===== src/rtl/dds_pkg.sv =====
// Shared constants for the DDS frequency-sweep sequencer: FSM state encoding,
// sweep mode codes and default widths.
package dds_pkg;

  localparam int DEF_M_W     = 6;
  localparam int DEF_DWELL_W = 16;

  localparam logic [2:0] S_IDLE  = 3'd0;
  localparam logic [2:0] S_LOAD  = 3'd1;
  localparam logic [2:0] S_DWELL = 3'd2;
  localparam logic [2:0] S_STEP  = 3'd3;
  localparam logic [2:0] S_DONE  = 3'd4;

  localparam logic [1:0] MODE_SINGLE = 2'b00;
  localparam logic [1:0] MODE_REPEAT = 2'b01;
  localparam logic [1:0] MODE_TRI    = 2'b10;
  localparam logic [1:0] MODE_HOLD   = 2'b11;

endpackage


===== src/rtl/sweep_step_alu.sv =====
// Combinational add/subtract of one frequency step, clamped so the result never
// passes the endpoint it is heading toward.
module sweep_step_alu #(
  parameter int M_W = 6
) (
  input  logic [M_W-1:0] cur,
  input  logic [M_W-1:0] step,
  input  logic [M_W-1:0] endpoint,
  input  logic           dir,
  output logic [M_W-1:0] next,
  output logic           at_end
);

  logic [M_W:0] sum;
  logic [M_W:0] diff;

  always_comb begin
    sum    = {1'b0, cur} + {1'b0, step};
    diff   = {1'b0, cur} - {1'b0, step};
    at_end = (cur == endpoint);
    next   = endpoint;
    if (dir) begin
      if (sum < {1'b0, endpoint}) next = sum[M_W-1:0];
    end else begin
      // diff[M_W] set means the subtraction wrapped below zero
      if (!diff[M_W] && (diff[M_W-1:0] > endpoint)) next = diff[M_W-1:0];
    end
  end

endmodule


===== src/rtl/dds_sweep_ctrl.sv =====
// Frequency-sweep sequencer driving the DDS M word: single, repeat, triangle
// and hold sweeps with a tick-enabled dwell counter per word.
module dds_sweep_ctrl
  import dds_pkg::*;
#(
  parameter int M_W     = DEF_M_W,
  parameter int DWELL_W = DEF_DWELL_W
) (
  input  logic               sys_clk,
  input  logic               rst,
  input  logic               tick_en,
  input  logic               start,
  input  logic               abort,
  input  logic [1:0]         mode,
  input  logic [M_W-1:0]     m_start,
  input  logic [M_W-1:0]     m_stop,
  input  logic [M_W-1:0]     m_step,
  input  logic [DWELL_W-1:0] dwell,
  output logic [M_W-1:0]     freq_word,
  output logic               phase_rst,
  output logic               busy,
  output logic               done,
  output logic               dir
);

  logic [2:0]         state;
  logic [1:0]         mode_r;
  logic [M_W-1:0]     start_r;
  logic [M_W-1:0]     stop_r;
  logic [M_W-1:0]     step_r;
  logic [DWELL_W-1:0] dwell_r;
  logic [DWELL_W-1:0] cnt;

  logic [M_W-1:0] hi;
  logic [M_W-1:0] lo;
  logic [M_W-1:0] tgt;
  logic [M_W-1:0] rev_tgt;
  logic [M_W-1:0] fwd_next;
  logic [M_W-1:0] rev_next;
  logic           at_end;
  logic           rev_at_end;

  always_comb begin
    hi      = (start_r >= stop_r) ? start_r : stop_r;
    lo      = (start_r >= stop_r) ? stop_r : start_r;
    tgt     = dir ? hi : lo;
    rev_tgt = dir ? lo : hi;
  end

  sweep_step_alu #(.M_W(M_W)) u_fwd (
    .cur(freq_word), .step(step_r), .endpoint(tgt), .dir(dir),
    .next(fwd_next), .at_end(at_end)
  );

  // Triangle turnaround: one step already taken in the reversed direction.
  sweep_step_alu #(.M_W(M_W)) u_rev (
    .cur(freq_word), .step(step_r), .endpoint(rev_tgt), .dir(~dir),
    .next(rev_next), .at_end(rev_at_end)
  );

  always_ff @(posedge sys_clk) begin
    if (rst) begin
      state     <= S_IDLE;
      mode_r    <= MODE_SINGLE;
      start_r   <= '0;
      stop_r    <= '0;
      step_r    <= M_W'(1);
      dwell_r   <= DWELL_W'(1);
      cnt       <= '0;
      freq_word <= '0;
      phase_rst <= 1'b0;
      busy      <= 1'b0;
      done      <= 1'b0;
      dir       <= 1'b1;
    end else begin
      phase_rst <= 1'b0;
      done      <= 1'b0;
      if (abort) begin
        state <= S_IDLE;
        busy  <= 1'b0;
      end else begin
        case (state)
          S_IDLE: begin
            if (start) begin
              mode_r  <= mode;
              start_r <= m_start;
              stop_r  <= m_stop;
              step_r  <= (m_step == '0) ? M_W'(1) : m_step;
              dwell_r <= (dwell == '0) ? DWELL_W'(1) : dwell;
              state   <= S_LOAD;
            end
          end
          S_LOAD: begin
            freq_word <= start_r;
            phase_rst <= 1'b1;
            busy      <= 1'b1;
            cnt       <= '0;
            dir       <= (start_r <= stop_r);
            state     <= S_DWELL;
          end
          S_DWELL: begin
            if (tick_en && (mode_r != MODE_HOLD)) begin
              if (cnt == dwell_r - DWELL_W'(1)) begin
                cnt   <= '0;
                state <= S_STEP;
              end else begin
                cnt <= cnt + DWELL_W'(1);
              end
            end
          end
          S_STEP: begin
            state <= S_DWELL;
            if (!at_end) begin
              freq_word <= fwd_next;
            end else begin
              case (mode_r)
                MODE_SINGLE: begin
                  state <= S_DONE;
                  done  <= 1'b1;
                end
                MODE_REPEAT: begin
                  freq_word <= start_r;
                  phase_rst <= 1'b1;
                end
                MODE_TRI: begin
                  dir <= ~dir;
                  // Equal endpoints: nowhere to go, keep the word.
                  if (!rev_at_end) freq_word <= rev_next;
                end
                default: ;
              endcase
            end
          end
          S_DONE: begin
            busy  <= 1'b0;
            state <= S_IDLE;
          end
          default: state <= S_IDLE;
        endcase
      end
    end
  end

endmodule


===== config.mk =====
export PLATFORM = sky130hd
export DESIGN_NAME = dds_sweep_ctrl
export DESIGN_NICKNAME = d
export VERILOG_FILES = /design/src/rtl/dds_pkg.sv /design/src/rtl/sweep_step_alu.sv /design/src/rtl/dds_sweep_ctrl.sv
export SDC_FILE = /design/constraint.sdc
export NUM_CORES = 1
export LEC_CHECK = 0
export ABC_AREA = 1
export BUFFER_PORTS_ARGS = -buffer_cell sky130_fd_sc_hd__buf_2
export CAP_MARGIN = 30
export CORE_AREA = 5 5 76 148
export CTS_CLUSTER_SIZE = 12
export DETAILED_ROUTE_END_ITERATION = 16
export DIE_AREA = 0 0 81 153
export GPL_TIMING_DRIVEN = 1
export HOLD_SLACK_MARGIN = 0.15
export PLACE_DENSITY = 0.86
export SYNTH_ARGS = -nofsm -noshare
export SYNTH_HDL_FRONTEND = slang
export SYNTH_SLANG_ARGS = --single-unit
export TNS_END_PERCENT = 30

===== constraint.sdc =====
create_clock -name sys_clk -period 3.5 [get_ports sys_clk]
set_input_delay 0.35 -clock sys_clk [delete_from_list [all_inputs] [get_ports sys_clk]]
set_output_delay 0.35 -clock sys_clk [all_outputs]
set_load 0.03 [all_outputs]

Word-level counts from Yosys, hierarchy flattened
Index checks and enable logic that the tools add are counted.

Add/sub/neg operators: 4. Magnitude comparators: 6. Equality and inequality tests: 17. Multiplexer cells: 33. Bitwise logic cells: 4. Reduce and logical (&&, ||, !) cells: 18.

Operators by type and width (count): 6-bit 2-to-1 mux (13); 16-bit 2-to-1 mux (3); 16-bit one-hot mux with 2 select lines (1); 6-bit one-hot mux with 2 select lines (2); 16-bit by 1-bit adder with 16-bit output (second input constant) (1); 16-bit == test (1); 16-bit zero test (1); 16-bit by 1-bit subtractor with 16-bit output (second input constant) (1); 3-bit 2-to-1 mux (5); 7-bit by 6-bit less-than comparator with 1-bit output (2); 6-bit == test (2); 6-bit greater-than comparator (2); 2-bit != test (second input constant) (6); 3-bit one-hot mux with 4 select lines (1); 3-bit AND reduction (3); 4-bit AND reduction (2); 6-bit by 6-bit adder with 7-bit output (1); 6-bit by 6-bit subtractor with 7-bit output (1); 3-bit by 2-bit == test with 1-bit output (second input constant) (2); 6-bit >= comparator (1); 6-bit <= comparator (1); 6-bit zero test (1); 1-bit one-hot mux with 2 select lines (3); 2-bit nonzero test (3); other kinds (14) (23).

Register bits after elaboration: 65. Input bits: 41. Word-level logic and storage cells: 94.

Logic depth before layout (Yosys ltp)
Word-level depth: 11. Gate-level depth with buffers: 28.

Hierarchy
From an unflattened synthesis, not the netlist that was laid out.

Cell total of the unflattened synthesis: 1051. Area, all modules: 6671.4 sq um.

Modules (own cells, without submodules): dds_sweep_ctrl (times used 1, cells an instance 634, area an instance 4254.1 sq um); sweep_step_alu (u_fwd) (times used 1, cells an instance 209, area an instance 1213.7 sq um); sweep_step_alu (u_rev) (times used 1, cells an instance 208, area an instance 1203.7 sq um).

Least setup slack after synthesis
OpenSTA, ideal clock, no wires.

Path kind: flip-flop to flip-flop. Start: register freq_word[0]. End: register freq_word[5]. Data arrival time: 3420 ps. Path slack: -28 ps. Stages on the path, launching flop included: 22. Buffers on the path: 1. Clock period less this slack: 3528 ps. Cells stage by stage: dfxtp_1 > inv_1 > ha_1 > fa_1 > o21ai_0 > xor2_1 > inv_1 > ha_1 > nand2_1 > inv_1 > nand3_1 > o221ai_1 > nand2_1 > nor2_1 > clkbuf_1 > o21ai_0 > a21oi_1 > nor2_1 > nand2_1 > nand3_1 > nand2_1 > inv_1.

Cells in the longest elaborated chain, start to end: 9. Elaborated cells between the ends (all ways): 24.

Ends and longest elaborated chain: start: declaration (RTL line dds_sweep_ctrl.sv:19) `output logic [M_W-1:0] freq_word,`; start signal: assignment (RTL line dds_sweep_ctrl.sv:94) `freq_word <= start_r;`; start signal: assignment (RTL line dds_sweep_ctrl.sv:114) `freq_word <= fwd_next;`; start signal: assignment (RTL line dds_sweep_ctrl.sv:122) `freq_word <= start_r;`; 6-bit by 6-bit subtractor with 7-bit output (RTL line sweep_step_alu.sv:19) `diff = {1'b0, cur} - {1'b0, step};`; 6-bit greater-than comparator / 1-bit zero test (equally long branches) (RTL line sweep_step_alu.sv:26) `if (!diff[M_W] && (diff[M_W-1:0] > endpoint)) next = diff[M_W-1:0];`; 1-bit logical AND (RTL line sweep_step_alu.sv:26); 6-bit 2-to-1 mux (RTL line sweep_step_alu.sv:26); 6-bit 2-to-1 mux (RTL line sweep_step_alu.sv:22) `if (dir) begin`; 6-bit 2-to-1 mux (RTL line dds_sweep_ctrl.sv:128) `if (!rev_at_end) freq_word <= rev_next;`; 6-bit one-hot mux with 2 select lines (RTL line dds_sweep_ctrl.sv:116) `case (mode_r)`; 6-bit 2-to-1 mux (RTL line dds_sweep_ctrl.sv:113) `if (!at_end) begin`; 6-bit one-hot mux with 2 select lines (RTL line dds_sweep_ctrl.sv:82) `case (state)`.

Parallel ways exist; a longest one is shown, timed or not. The select of a mux whose other input is x is not followed. A chain may end at the register's enable or synchronous reset.

Final worst setup path
Start: register freq_word[0]. End: register freq_word[0].

The elaborated chain is that of the path after synthesis.

==> impl_metrics.tcl <==
set metrics [dict create \
    cts_sinks 65 \
    worstReg2RegEnd "freq_word[0]$_SDFFE_PP0P_" \
    final_common_cell "nand2_1" \
    placementRows 52 \
    powerDensity_nw_per_um2 517 \
    io_buffers 50 \
    fin_worst_skew_ns 0.00590 \
    clk_pin_slew_worst_paths_ns 0.06 \
    leakagePower_nw 3.34 \
    dpl-instance-area_um2 6210 \
    holdBufCountCts 0 \
    stdcell_count 1086 \
    ys_warn_count 0 \
    drive_gt1_share_pct 21.9 \
    yosys-top-cells-area "dfxtp_1 24%, nand2_1 11%, ha_1 8.8%" \
    status "finished clean" \
    whs_ns 0.246 \
    cts-root-buf "clkbuf_16" \
    wl_um 19200 \
    hold_violations 0 \
    finalPower_mw 3.50 \
    timing.rr.start "freq_word[0]$_SDFFE_PP0P_" \
    holdPathStages 3 \
    synth_seq_cells 65 \
    min_from "m_step[0]" \
    final_cell_mix "147 x nand2_1, 115 x nor2_1, 105 x inv_1" \
    cp-start-kind "register" \
    synthArstFlopShare_pct 0 \
    ioPinCount 51 \
    end_kind "register" \
    worst_pin_slew_ns 0.835 \
    rr_worst_depth 19 \
    h-tree-depth 3 \
    synth_edf_count 0 \
    syn2layout_area_growth_pct 25.8 \
    clk_latency_ns 0.34 \
    dp_slack_ns -0.105 \
    slew-limit-headroom_pct 44.2 \
    die_h_um 153 \
    required_ns 3.73 \
    synth-seq-area-share_pct 24.2 \
    r2r_slack_ns 0.07 \
    slew_violations 0 \
    n_fill_cell 880 \
    dp_hpwl_um 14600 \
    synth.net_count 914 \
    cp_max_fo 6 \
    drc 0 \
    fin_ws_ns 0.0737 \
    grt_pass1_wl_um 29700 \
    cts_tree "yes" \
    nets 1027 \
    grt_usage_pct 31.3 \
    crit_arrival_ns 3.66 \
    max_clock_freq_ghz 0.292 \
    dieArea_um2 12400 \
    fin_area_um2 6760 \
    cts_made_buffers 9 \
    synth_area_um2 5370 \
    core_um2 10000 \
    chipWidth_um 81 \
    post-route-period-util_pct 97.9 \
    globalRouteOverflowTotal 0 \
    holdPathEnd "step_r[0]$_SDFFE_PP1P_" \
    drt-initial-drc-count 486 \
    fin_crit_ns 3.43 \
    syn_avg_cell_area_um2 6.45 \
    n_antenna_cell 0 \
    grt_antenna_before_repair 0 \
    vdd_ir_drop_max_v 0.000508 \
    synth_top_area_share_pct 24.2 \
    dr.pass1.iters 5 \
    grt_max_degree 56 \
    syn_inst 833 \
    drv_cap 0 \
    yosysTopAreaCell "dfxtp_1" \
    synthDistinctLibCells 39 \
    setup-violations-final 0 \
    via_per_inst 5.74 \
    crit_type "register to register" \
    clk_path_buf_depth 2 \
    min_path_type "primary input to register" \
    rsz0062_at_grt "yes" \
    synthFlopType "dfxtp_1" \
    grt_pass1_vias 6180 \
    ant_nets 0 \
    start_util_pct 53.6 \
    gp_congestion 1.03 \
    wire_per_inst_um 17.7 \
    vias 6230 \
    dp_cells 1063 \
]
-- per-layer routing --
layer,routed length (µm),GRT usage [%],vias up
met5,0,0,-
met4,2170,30.1,0
met3,979,4.48,143
met2,10200,56.3,304
met1,5840,27.9,2847
li1,-,-,2936
-- registers in the layout (all words and copies together) (netlist names), 2 cells and up --
name	cells
cnt	16
dwell_r	16
freq_word	6
start_r	6
step_r	6
stop_r	6
state	3
mode_r	2
-- power breakdown --
| group | total, mW | internal (mW) | switching, mW |
|---|---|---|---|
| clock | 1.00 | 0.631 | 0.373 |
| sequential | 0.809 | 0.778 | 0.0318 |
| combinational | 1.68 | 0.661 | 1.02 |
| total | 3.50 | 2.07 | 1.43 |
-- per-stage QoR --
| stage | utilization (%) | setup TNS (ns) |
|---|---|---|
| 2_1_floorplan | - | 0 |
| 3_3_place_gp | 62.0 | -0.151 |
| 3_5_place_dp | 62.0 | -0.320 |
| 4_1_cts | 65.3 | 0 |
| 5_1_grt | 67.5 | -0.410 |
| 6_report | 67.5 | 0 |
-- synth_stat cells, types with 7 or more instances --
library cell	number
nand2_1	163
nor2_1	117
inv_1	107
nand3_1	72
dfxtp_1	65
a21oi_1	53
o21ai_0	50
xor2_1	43
ha_1	38
nand4_1	16
clkbuf_1	15
xnor2_1	9
nor3_1	8
nor4_1	8
nand2_2	7
-- critical path: stages (launching register included) --
cell and delay, ns:
dfxtp_2 0.32, buf_4 0.17, ha_1 0.23, fa_1 0.41, nand3_1 0.13, nand2_1 0.06, nand2_1 0.08, nand2_1 0.14
inv_1 0.18, ha_1 0.27, a21oi_1 0.20, nor2_1 0.08, nor3_2 0.33, nand2_2 0.20, nand2_2 0.10, nand3_2 0.08
nand2_2 0.11, nand3_1 0.09, nand2_1 0.08, inv_1 0.04
-- cells by family after synthesis --
group,after synthesis,share of synthesized area (%)
xor+xnor,54,9.08
simple gates,407,33.1
flops,65,24.2
fa+ha+maj,40,9.59
compound gates,134,14.2
buf+inv,133,9.80
-- what timing repair did --
| item | 4_1_cts | 5_1_grt |
|---|---|---|
| setup endpoints to repair | 6 | 6 |
| buffers inserted | 0 | 5 |
| pin swaps | 0 | 12 |
| cloned | 0 | 2 |
| gates resized for setup | 2 | 49 |
-- worst max path at each step --
stage | from | to | depth (start not counted) | slack, ns
floorplan | freq_word[2]$_SDFFE_PP0P_ | freq_word[5]$_SDFFE_PP0P_ | 22 | 0.07
global placement | stop_r[3]$_SDFFE_PP0P_ | freq_word[1]$_SDFFE_PP0P_ | 27 | -0.07
detailed placement | stop_r[3]$_SDFFE_PP0P_ | freq_word[4]$_SDFFE_PP0P_ | 27 | -0.10
CTS | stop_r[3]$_SDFFE_PP0P_ | freq_word[0]$_SDFFE_PP0P_ | 25 | 0.005
global route | stop_r[3]$_SDFFE_PP0P_ | freq_word[0]$_SDFFE_PP0P_ | 22 | -0.09
finish | freq_word[0]$_SDFFE_PP0P_ | freq_word[0]$_SDFFE_PP0P_ | 19 | 0.07
-- area by class of cell --
type	instances	area, µm²	area share [%]
multi-input combinational	636	3720	55.1
clock inverter	7	103	1.52
tap	135	169	2.50
timing repair buffer	124	820	12.1
sequential	65	1310	19.3
inverter	110	413	6.11
clock buffer	9	225	3.33
Power figures use the tool's default switching activity.
